===== src/rtl/dmem_pair_arbiter.sv =====
// Shares one data-memory port between the two memory lanes of a dual-issue pipeline.
// A same-cycle pair is serialised lane 0 first, with one stall cycle and lane-0 load data held.
module dmem_pair_arbiter #(
   parameter int DATA_W = 32,
   parameter int CNT_W  = 16
) (
   input  logic              clk,
   input  logic              rst,
   input  logic              flush,
   input  logic              rd0,
   input  logic              wr0,
   input  logic [DATA_W-1:0] adr0,
   input  logic [DATA_W-1:0] wdata0,
   input  logic              rd1,
   input  logic              wr1,
   input  logic [DATA_W-1:0] adr1,
   input  logic [DATA_W-1:0] wdata1,
   output logic [DATA_W-1:0] rdata0,
   output logic [DATA_W-1:0] rdata1,
   output logic              stall,
   output logic              mem_read,
   output logic              mem_write,
   output logic [DATA_W-1:0] data_adr,
   output logic [DATA_W-1:0] data_out,
   input  logic [DATA_W-1:0] data_in,
   output logic [CNT_W-1:0]  conflict_cnt
);

   typedef enum logic {IDLE, SERVE1} state_t;

   state_t            state, state_nxt;
   logic [DATA_W-1:0] hold0;
   logic [CNT_W-1:0]  cnt;
   logic              req0, req1, conflict;

   assign req0         = rd0 | wr0;
   assign req1         = rd1 | wr1;
   assign conflict     = (state == IDLE) && req0 && req1;
   assign conflict_cnt = cnt;

   always_ff @(posedge clk) begin
      if (!rst) begin
         state <= IDLE;
         hold0 <= '0;
         cnt   <= '0;
      end else begin
         state <= state_nxt;
         if (conflict) begin
            hold0 <= data_in;
            if (cnt != '1)
               cnt <= cnt + 1'b1;
         end
      end
   end

   always_comb begin
      state_nxt = state;
      mem_read  = 1'b0;
      mem_write = 1'b0;
      data_adr  = adr0;
      data_out  = wdata0;
      rdata0    = data_in;
      rdata1    = data_in;
      stall     = 1'b0;
      case (state)
         IDLE: begin
            if (req0) begin
               mem_read  = rd0;
               mem_write = wr0;
               stall     = req1;
               if (req1)
                  state_nxt = SERVE1;
            end else if (req1) begin
               mem_read  = rd1;
               mem_write = wr1;
               data_adr  = adr1;
               data_out  = wdata1;
            end
         end
         SERVE1: begin
            // Lane-1 inputs are still valid because the previous cycle stalled.
            state_nxt = IDLE;
            rdata0    = hold0;
            data_adr  = adr1;
            data_out  = wdata1;
            if (!flush) begin
               mem_read  = rd1;
               mem_write = wr1;
            end
         end
         default: state_nxt = IDLE;
      endcase
      // Reset dominates: an abandoned lane-1 store must not reach memory.
      if (!rst) begin
         state_nxt = IDLE;
         mem_read  = 1'b0;
         mem_write = 1'b0;
         stall     = 1'b0;
         rdata0    = '0;
         rdata1    = '0;
      end
   end

endmodule


===== config.mk =====
export PLATFORM = sky130hd
export DESIGN_NAME = dmem_pair_arbiter
export DESIGN_NICKNAME = d
export VERILOG_FILES = /design/src/rtl/dmem_pair_arbiter.sv
export SDC_FILE = /design/constraint.sdc
export NUM_CORES = 1
export LEC_CHECK = 0
export CORE_AREA = 2 2 121 123
export DETAILED_ROUTE_END_ITERATION = 7
export DIE_AREA = 0 0 123 125
export PLACE_DENSITY = 0.78
export SYNTH_ARGS = -nofsm -noshare
export SYNTH_HDL_FRONTEND = slang
export SYNTH_SLANG_ARGS = --single-unit

===== constraint.sdc =====
create_clock -name clk -period 2.9 [get_ports clk]
set_input_delay 0.87 -clock clk [delete_from_list [all_inputs] [get_ports clk]]
set_output_delay 0.87 -clock clk [all_outputs]
set_load 0.01 [all_outputs]

## Yosys cells after proc, flatten, opt, wreduce, memory -nomap -nowiden

Index checks and enable logic that the tools add are counted.

- Bits in registers: 49
- Input bits: 167
- Output and inout port bits: 147
- Word-level logic and storage cells: 36

- Add/sub/neg operators: 1
- Equal/unequal tests: 1
- Mux-type cells: 25
- Bitwise gates (word level): 3
- Reduce and logical (&&, ||, !) cells: 3

Operator list:

| operator | number |
|---|---|
| $mux W32 | 7 |
| $pmux W32 S2 | 2 |
| $add A16 B1 Y16 const B | 1 |
| $ne A16 B16 Y1 const B | 1 |
| $mux W1 | 13 |
| $pmux W1 S2 | 3 |
| $logic_and A1 B1 Y1 | 2 |
| $or A1 B1 Y1 | 2 |
| $reduce_and A2 Y1 | 1 |
| $not A1 Y1 | 1 |

## Depth between registers and ports, before layout

Gate-level depths: netlist of the first run.

- Word-level depth: 5
- Gate-level depth with buffers: 6
- Gate-level depth less buffers: 5

## Worst setup path after synthesis of the first run

Ideal clock, no wire load.

- Path kind: input to output
- Start: in rd1
- End: out data_adr[0]
- Data arrival time: 2.151 ns
- Required time: 2.030 ns
- Setup slack: -0.121 ns
- Stages: 5
- Buffers on the path: 1
- Path through: nor2_1 nor3_1 nor2_1 clkbuf_1 mux2_2

- Cells in the longest elaborated chain, start to end: 4

Ends and longest elaborated chain:

| what | RTL line | text |
|---|---|---|
| start: declaration | 14 | `input logic rd1,` |
| $or A1 B1 Y1 | 37 | `assign req1 = rd1 \| wr1;` |
| $mux W32 | 73 | `end else if (req1) begin` |
| $mux W32 | 67 | `if (req0) begin` |
| $pmux W32 S2 | 65 | `case (state)` |
| end: declaration | 23 | `output logic [DATA_W-1:0] data_adr,` |

Every way passes these cells.

## Final worst setup path of the first run

- Start: in rd1
- End: out data_out[12]

- Cells in the longest elaborated chain, start to end: 4

Ends and longest elaborated chain:

| what | RTL line | text |
|---|---|---|
| $or A1 B1 Y1 | 37 |  |
| $mux W32 | 73 |  |
| $mux W32 | 67 |  |
| $pmux W32 S2 | 65 |  |
| end: declaration | 24 | `output logic [DATA_W-1:0] data_out,` |

Every way passes these cells.

==> results by stage, run 1 <==
Yosys:
- The number of enable flip-flop cells after synthesis is 0.
- Of all flip-flops after synthesis, the portion carrying an async set or reset was 0%.
- In the synthesized netlist the dominant register cell turns out to be sky130_fd_sc_hd__dfxtp_1.
- The count of mapped cells out of synthesis is approximately 440.
- After synthesis the cells add up to 3446 µm².
- The largest total area in the synthesized netlist belongs to sky130_fd_sc_hd__dfxtp_1.
- The portion of the post-synthesis area used by sequential elements is about 28%.
- The number of warnings reported in the yosys synthesis log is 0.
- The net count after synthesis is roughly 600.
- Yosys mapped the design onto 34 distinct sky130hd cell types.
- Sorting the synthesized cells by area gives the leading types as sky130_fd_sc_hd__dfxtp_1 28%, sky130_fd_sc_hd__mux2_2 21%, sky130_fd_sc_hd__mux2i_1 10%.
- The share of the synthesized area in the top cell type is between 20 and 30%.
- The synthesis-stage register bit count is between 40 and 50.
- The mean instance size in the synthesized netlist is between 7 and 8 µm².

Timing:
- The highest achievable clock rate is approximately 340 MHz.
- Setup violations remaining at the end of the flow were counted as 37.
- The clock period minus worst slack is about 3 ns.
- The headroom to the max-slew limit is 54.07%.
- The total negative setup slack is -1.773 ns.
- The tightest hold path in the finished design has a slack of between 0.4 and 0.5 ns.
- Of the available clock period, the critical path in the final layout requires 102.7%.
- The max-slew violation count is 0.
- At the pin with the least slew margin, the transition time is just under 0.7 ns.
- The final hold violation count was 0.
- Setup repair after global routing could not meet its margin everywhere.
- Across all setup checks in the final design, the least slack found is -0.07862 ns.
- Clock skew on the completed layout was measured at roughly 0.0043 ns.

Drt:
- After detailed routing, the total wire length is ~16 mm.
- The first TritonRoute pass finished after 4 iterations.
- The number of nets with antenna violations after detailed routing is 0.
- After detailed routing, the average wire length per cell comes to roughly 17 µm.
- After detailed routing, the number of remaining DRC violations is 0.
- The via count normalized by instance count is around 4.7.
- The initial DRC count is 189.
- The final route contains 4,552 vias.

Die:
- During I/O placement, the number of pins put on the boundary was around 310.
- The die covers around 15,000 µm².
- For this configuration, the core starts out at a cell density of about 24%.
- The die is 125 µm tall.
- The initialized floorplan defines between 40 and 50 standard-cell rows.
- The core footprint is roughly 14,000 µm².
- The chip width is 123 µm.

Clock tree:
- The latest clock arrival within the worst-skew pair is 0.28 ns.
- The clock root buffer is sky130_fd_sc_hd__clkbuf_16.
- TritonCTS built the clock tree.
- The number of clock buffers inserted by TritonCTS is 5.
- Clock tree synthesis found a total of 49 sinks.
- The clock slew seen by the registers of the worst setup and hold paths is around 0.060 ns.
- No sink is reached through more buffers than the 2 on the longest clock path.
- In this run the number of H-tree levels came out at 2.

GRT:
- The layer flagged by global routing as most heavily used is met2.
- In the global route stage, overall resource usage came out at 19.67%.
- Global routing used around 35% of the available met2 tracks.
- Entering global routing, the biggest net connects 36 pins.
- The first global-routing pass estimated around 24 mm of wire.
- Global routing used between 20% and 30% of the available met1 tracks.
- The via count of the first global-routing pass came to around 4.5k.
- The number of antenna violations at the first check in global routing came to 0.
- The final global-route overflow total is 0.
- The met3 layer usage reported by global route is roughly 5.2%.

Critical path:
- STA puts the critical path data arrival time at between 2 and 2.5 ns.
- The capturing point of the worst reg2reg path is conflict_cnt[8].
- Across all register-to-register paths, the minimum setup slack is 0.73 ns.
- The highest net fanout along the worst path is 7.
- The worst reg2reg path depth is 6.
- The kind of start point of the critical path is an input port.
- The worst endpoint required time is slightly above 2 ns.
- The startpoint of the most critical register-to-register path is conflict_cnt[0].
- The worst setup path is captured at an output pin.
- The category of the most critical setup path is input port to output pin.

Place:
- Buffers placed on the I/O ports in this run total 313.
- After detailed placement, the total cell area comes to approximately 7000 µm².
- Routability-driven placement finished with a final weighted congestion of 0.7607.
- The cell count after placement is between 900 and 1k.
- The half-perimeter wire length after placement is 12.03 mm.

Min path:
- The cell depth of the worst hold path is 2.
- In this run the worst hold path is classified as flop to flop.
- The startpoint identified for the worst hold timing path is hold0[29].
- For hold timing, the worst endpoint is hold0[29].

Power:
- The analysis attributes to cell leakage a power of approximately 3.5 nW.
- The power density over the cells is 328.7 nW/µm².
- The peak supply drop is approximately 0.28 mV.

Layout:
- In the final layout, the share of cells above drive strength 1 is 26.16%.
- The final core utilization is around 55%.
- The total area of sequential cells is approximately 980 µm².
- Summing all multi-input logic gate instances after layout gives roughly 2600 µm².
- The post-layout instance count excluding filler cells is 960.
- The net count of the finished layout is 944.
- The number of diodes is 0.
- The post-route standard cell area excluding fillers is between 7000 and 8000 µm².
- The area growth from synthesis to layout is 125.6%.
- The number of fillers in the final layout is around 1.3k.

Run status:
- The flow ran to the end, but the final reports show violations.
- The checks that failed: negative setup slack.

Flow run:
- Across the run, the number of max-cap violations was 0.
[worst max-delay path, stage by stage]
cell and delay (ns):
sky130_fd_sc_hd__buf_6 0.10, sky130_fd_sc_hd__nor2_4 0.11, sky130_fd_sc_hd__nor3_4 0.05, sky130_fd_sc_hd__nor2_4 0.14
sky130_fd_sc_hd__buf_12 0.17, sky130_fd_sc_hd__buf_12 0.13, sky130_fd_sc_hd__buf_12 0.10, sky130_fd_sc_hd__mux2_4 0.30
sky130_fd_sc_hd__buf_6 0.12
[kinds of logic (layout without fill, tap and decap cells)]
group,Yosys count,after routing,share of synthesized area (%)
AOI/OAI and AO/OA,61,61,10.17
muxes,99,99,31.08
DFF,49,49,28.47
and+or+nand+nor,188,188,25.74
adders and majority gates,1,1,0.3631
buffers and inverters,37,378,4.176
[repair_timing]
action / CTS / global route
hold endpoints to repair: 0 / 0
setup buffers: 12 / 4
cloned: 5 / 1
endpoints found under the setup margin: 131 / 72
hold buffers: 0 / 0
pin swaps: 3 / 3
resized for setup: 488 / 24
[cells in the final DEF (no fill, tap or decap), types with 3 or more instances in the layout]
master                              n
sky130_fd_sc_hd__buf_2              3
sky130_fd_sc_hd__nor3_1             5
sky130_fd_sc_hd__or3_1              4
sky130_fd_sc_hd__dlygate4sd2_1     59
sky130_fd_sc_hd__nand2b_1           3
sky130_fd_sc_hd__mux2i_1           35
sky130_fd_sc_hd__clkbuf_16          6
sky130_fd_sc_hd__nor4_1             4
sky130_fd_sc_hd__nand4_1            8
sky130_fd_sc_hd__or4_1              6
sky130_fd_sc_hd__nor2_1            38
sky130_fd_sc_hd__o21ai_0            5
sky130_fd_sc_hd__dlymetal6s2s_1     5
sky130_fd_sc_hd__a21oi_1           42
sky130_fd_sc_hd__nand2_1           76
sky130_fd_sc_hd__buf_6             75
sky130_fd_sc_hd__buf_4             26
sky130_fd_sc_hd__o31ai_1            5
sky130_fd_sc_hd__buf_8              4
sky130_fd_sc_hd__buf_12            14
sky130_fd_sc_hd__mux2_4            62
sky130_fd_sc_hd__clkdlybuf4s50_1  177
sky130_fd_sc_hd__and2_1            33
sky130_fd_sc_hd__dfxtp_1           48
[flip-flops by register name, indices dropped and copies added, names as in the netlist]
name	count
conflict_cnt	16
hold0	32
state	1
[worst max path at each step]
stage          start           end  slack [ns]  cells after the start
4_1_cts          wr1  data_adr[17]       -0.17                     10
2_1_floorplan    rd1         stall        0.11                      5
3_3_place_gp     wr1   data_out[6]       -0.83                      9
6_report         rd1  data_out[12]       -0.08                      9
3_5_place_dp     wr1  data_out[25]       -0.87                      9
5_1_grt          rd1  data_out[12]       -0.12                      9
[routing by layer]
metal	share of wire (%)	routed length [µm]	vias up
li1	-	-	2202
met1	40	6435	2127
met2	50	8153	206
met3	9.1	1479	17
met4	1.3	212	0
met5	0	0	-
[cell usage after synthesis, types with 2 or more instances]
cell,number
sky130_fd_sc_hd__nand2_1,76
sky130_fd_sc_hd__mux2_2,64
sky130_fd_sc_hd__dfxtp_1,49
sky130_fd_sc_hd__a21oi_1,42
sky130_fd_sc_hd__nor2_1,41
sky130_fd_sc_hd__mux2i_1,35
sky130_fd_sc_hd__and2_1,33
sky130_fd_sc_hd__clkbuf_1,29
sky130_fd_sc_hd__nand4_1,8
sky130_fd_sc_hd__nor3_1,6
sky130_fd_sc_hd__or4_1,6
sky130_fd_sc_hd__o21ai_0,5
sky130_fd_sc_hd__o31ai_1,5
sky130_fd_sc_hd__buf_2,4
sky130_fd_sc_hd__nor4_1,4
sky130_fd_sc_hd__or3_1,4
sky130_fd_sc_hd__nand2b_1,3
sky130_fd_sc_hd__inv_1,2
sky130_fd_sc_hd__nand3_1,2
sky130_fd_sc_hd__nor2b_1,2
sky130_fd_sc_hd__o211a_1,2
[through the flow]
step / power [W] / worst slack [ns]
2_1_floorplan: 0.001147 / 0.1091
3_3_place_gp: 0.001795 / -0.8330
3_5_place_dp: 0.001806 / -0.8708
4_1_cts: 0.002542 / -0.1709
5_1_grt: 0.002670 / -0.1221
6_report: 0.002555 / -0.07862
[report_power, final]
| part | total, W | switching [W] | internal [W] |
|---|---|---|---|
| combinational | 0.00124 | 0.000463 | 0.000774 |
| clock | 0.000585 | 0.000245 | 0.000339 |
| sequential | 0.000733 | 0.0000230 | 0.000710 |
[layout make-up]
| class | instances | area share (%) |
|---|---|---|
| Tap cell | 184 | 2.962 |
| Timing Repair Buffer | 368 | 49.20 |
| Multi-Input combinational cell | 349 | 33.23 |
| Sequential cell | 49 | 12.64 |
| Inverter | 3 | 0.1449 |
| Clock buffer | 7 | 1.835 |
(Power assumes the default switching activity.)
==> run 2: changes to the inputs <==
--- a/constraint.sdc
+++ b/constraint.sdc
@@ -3,2 +3,2 @@
 set_output_delay 0.87 -clock clk [all_outputs]
-set_load 0.01 [all_outputs]
+set_load 0.02 [all_outputs]
==> results by stage, run 2 (synthesis results as in run 1) <==
Timing:
- The final count of negative-setup-slack endpoints is 58 (+57%).
- The headroom to the max-slew limit is 51.35% (-2.7 points).
- Setup repair after global routing could not meet its margin everywhere.
- The final hold violation count was 0 (unchanged).
- The max-slew violation count is 0 (unchanged).
- The setup clock skew after layout is 0.002922 ns (-0.001375 ns).
- The measured slew at the worst slew-check pin is 0.7243 ns (+0.04153 ns).
- The worst-case setup margin in the final layout was -0.1741 ns (-0.09549 ns).
- The final hold slack is 0.4505 ns (+0.001645 ns).
- The highest achievable clock rate is 325.3 MHz (-3.1%).
- The clock period minus worst slack came to 3.074 ns (+0.09549 ns).
- The portion of the clock cycle consumed by the worst path in the final layout came to 106.0% (+3.3 points).

Clock tree:
- The clock root buffer is sky130_fd_sc_hd__clkbuf_16.
- The count of hold buffers inserted by post-cts repair came to 0 (unchanged).
- The latest clock arrival within the worst-skew pair came to 0.29 ns (about the same).
- The buffer depth of the longest clock path is 2 (unchanged).
- The number of sinks driven by the clock tree is 49 (unchanged).
- The number of levels the H-tree was split into is 2 (unchanged).
- TritonCTS built the clock tree.
- The clock slew seen by the registers of the worst setup and hold paths is 0.06 ns (about the same).
- The number of clock buffers inserted by TritonCTS came to 5 (unchanged).

Critical path:
- The startpoint of the most critical register-to-register path is conflict_cnt[0].
- The delay of the slowest cell on the worst path is 0.29 ns (about the same).
- The worst endpoint required time was 2.03 ns (about the same).
- The total stage count of the critical path is 10 (+1).
- The total buffers and inverters traversed by the critical path is 6 (+1).
- The type of destination of the critical path is an output pin.
- Tracing the worst setup path back leads to its startpoint at rd1.
- The worst setup path endpoint is data_out[16].
- The worst setup slack for register-to-register paths is 0.73 ns (about the same).
- The worst reg2reg path depth is 6 (unchanged).
- The critical path in this run is classified as input port to output pin.
- The highest net fanout along the worst path is 5 (-2).
- STA classifies the critical path startpoint as an input port.
- The cell class contributing the biggest share of worst-path delay is buffers and inverters.
- The critical path goes through buf_8, nor2_4, nor3_4, nor2_4, buf_12, buf_12, buf_16, buf_12, mux2_4, buf_6.
- The critical path data arrival time is 2.20 ns (+0.09 ns).
- The slowest stage of the critical path belongs to the cell sky130_fd_sc_hd__mux2_4.
- The capturing point of the worst reg2reg path is conflict_cnt[8].
- The library cell appearing most often on the critical path is sky130_fd_sc_hd__buf_12.

Power:
- The peak supply drop is 0.3455 mV (+23%).
- The power density over the cells was 346.1 nW/µm² (+5.3%).
- The static leakage power is 3.449 nW (-2.5%).
- The post-layout total power came to 0.002687 W (+5.2%).

GRT:
- The global-route wire length before repair was 23.73 mm (-0.32%).
- The maximum number of pins on one net before global-route repair was 40 (+11%).
- The via count of the first global-routing pass came to 4,282 (-3.8%).
- The final global-route overflow total is 0 (unchanged).
- The global-route usage over all layers is 19.77% (+0.10 points).
- The number of antenna violations at the first check in global routing came to 0 (unchanged).

Die:
- The starting utilization of the core area is 24.26% (unchanged).
- The core footprint is 14,200 µm² (unchanged).
- The chip width is 123 µm (unchanged).
- The count of standard-cell rows is 44 (unchanged).
- The number of ports placed on the die boundary came to 314 (unchanged).
- The die extent in y is 125 µm (unchanged).
- The die outline area is 15,380 µm² (unchanged).

Layout:
- Relative to the synthesized area, the layout overhead comes to 125.3%.
- The count of nets after finishing is 944 (unchanged).
- The most common cell after layout, fill and taps aside is sky130_fd_sc_hd__clkdlybuf4s50_1.
- The fraction of layout cells with a size suffix above 1 came to 26.68% (+0.52 points).
- The flip-flop count of the largest register, all copies and words added is 32 (unchanged).
- In the layout the commonest cells are 177 x sky130_fd_sc_hd__clkdlybuf4s50_1, 77 x sky130_fd_sc_hd__buf_6, 76 x sky130_fd_sc_hd__nand2_1.
- Ranked by flip-flop count, first place goes to hold0.
- The number of diodes is 0 (unchanged).

Drt:
- The uppermost layer routed is met4.
- The wire length per cell is 16.81 µm (-0.87%).
- The wire length on met2 was 7.904 mm (-3.1%).
- The initial DRC count is 148 (-22%).
- The number of nets with antenna violations after detailed routing is 0 (unchanged).
- The overall via count from detail_route was 4,451 (-2.2%).
- The via count normalized by instance count was 4.636 (-2.2%).
- The met3 wire length is 1.416 mm (-4.3%).
- The number of iterations in the first detailed-routing pass is 4 (unchanged).
- The sum of routed wire segments on met1 is 6.710 mm (+4.3%).
- The number of design rule violations left after detail routing is 0 (unchanged).
- The routed wire length was 16.14 mm (-0.87%).

Place:
- The count of port buffers added during placement was 313 (unchanged).
- The half-perimeter wire length after placement was 11.57 mm (-3.9%).
- The weighted congestion at the end of routability-driven global placement is 0.7775 (+2.2%).
- The worst slack at placement is -0.9375 ns (-0.06676 ns).

Run status:
- The run finished, with violations left.
- The final reports fail on negative setup slack.

Min path:
- The type of the most critical hold path is flop to flop.

Flow run:
- The number of maximum-capacitance constraint violations is 0 (unchanged).
[run 2: cell count changes in the layout (fill, tap and decap cells not counted), moves of 3 or more]
cell | before | now
sky130_fd_sc_hd__buf_12 | 14 | 9
sky130_fd_sc_hd__buf_16 | 1 | 7
sky130_fd_sc_hd__dlygate4sd2_1 | 59 | 62
sky130_fd_sc_hd__dlymetal6s2s_1 | 5 | 0
sky130_fd_sc_hd__mux2_2 | 2 | 13
sky130_fd_sc_hd__mux2_4 | 62 | 51
[run 2: layout make-up]
cell class / count / area (µm²)
multi-input cells: 349 / 2541
well taps: 184 / 230.2
clock buffers: 7 / 142.6
repair buffers: 368 / 3856
fillers: 1282 / 6440
inverters: 3 / 11.26
flip-flops and latches: 49 / 982.2
[run 2: per-stage QoR]
step	TNS, ns	instance area, µm²	util (%)	cells
6_report	-5.802	7764	54.66	960
5_1_grt	-8.802	7764	54.66	960
4_1_cts	-10.39	7594	53.46	957
3_5_place_dp	-81.69	6940	48.86	926
3_3_place_gp	-79.31	6940	48.86	926
2_1_floorplan	0	3456	-	435
[run 2: how the worst min path moves through the flow]
stage               from         to  depth (start not counted)
3_3_place_gp   hold0[29]  hold0[29]                          2
6_report       hold0[22]  hold0[22]                          2
4_1_cts        hold0[21]  hold0[21]                          2
3_5_place_dp   hold0[21]  hold0[21]                          2
5_1_grt        hold0[23]  hold0[23]                          2
2_1_floorplan   hold0[0]   hold0[0]                          2
[run 2: power by group]
group,internal [W],switching (W),leakage (nW)
combinational,0.000786,0.000578,2.98
sequential,0.000710,0.0000245,0.401
clock,0.000339,0.000249,0.0700
total,0.00184,0.000852,3.45
[run 2: layer usage]
metal  vias up  global-route usage (%)
li1       2192                       -
met1      2078                   24.67
met2       174                   34.32
met3         7                   5.383
met4         0                   3.209
met5         -                       0
[run 2: tightest hold or removal path: cells and delay by family (launching register included)]
kind | cells | cell delay, ns
compound gates | 1 | 0.05
flops | 1 | 0.31
simple gates | 1 | 0.05
[run 2: repair_timing]
action	CTS	global route
pin swaps	3	3
gates resized for setup	504	60
buffers inserted	18	7
gates cloned	7	0
setup endpoints to repair	131	65
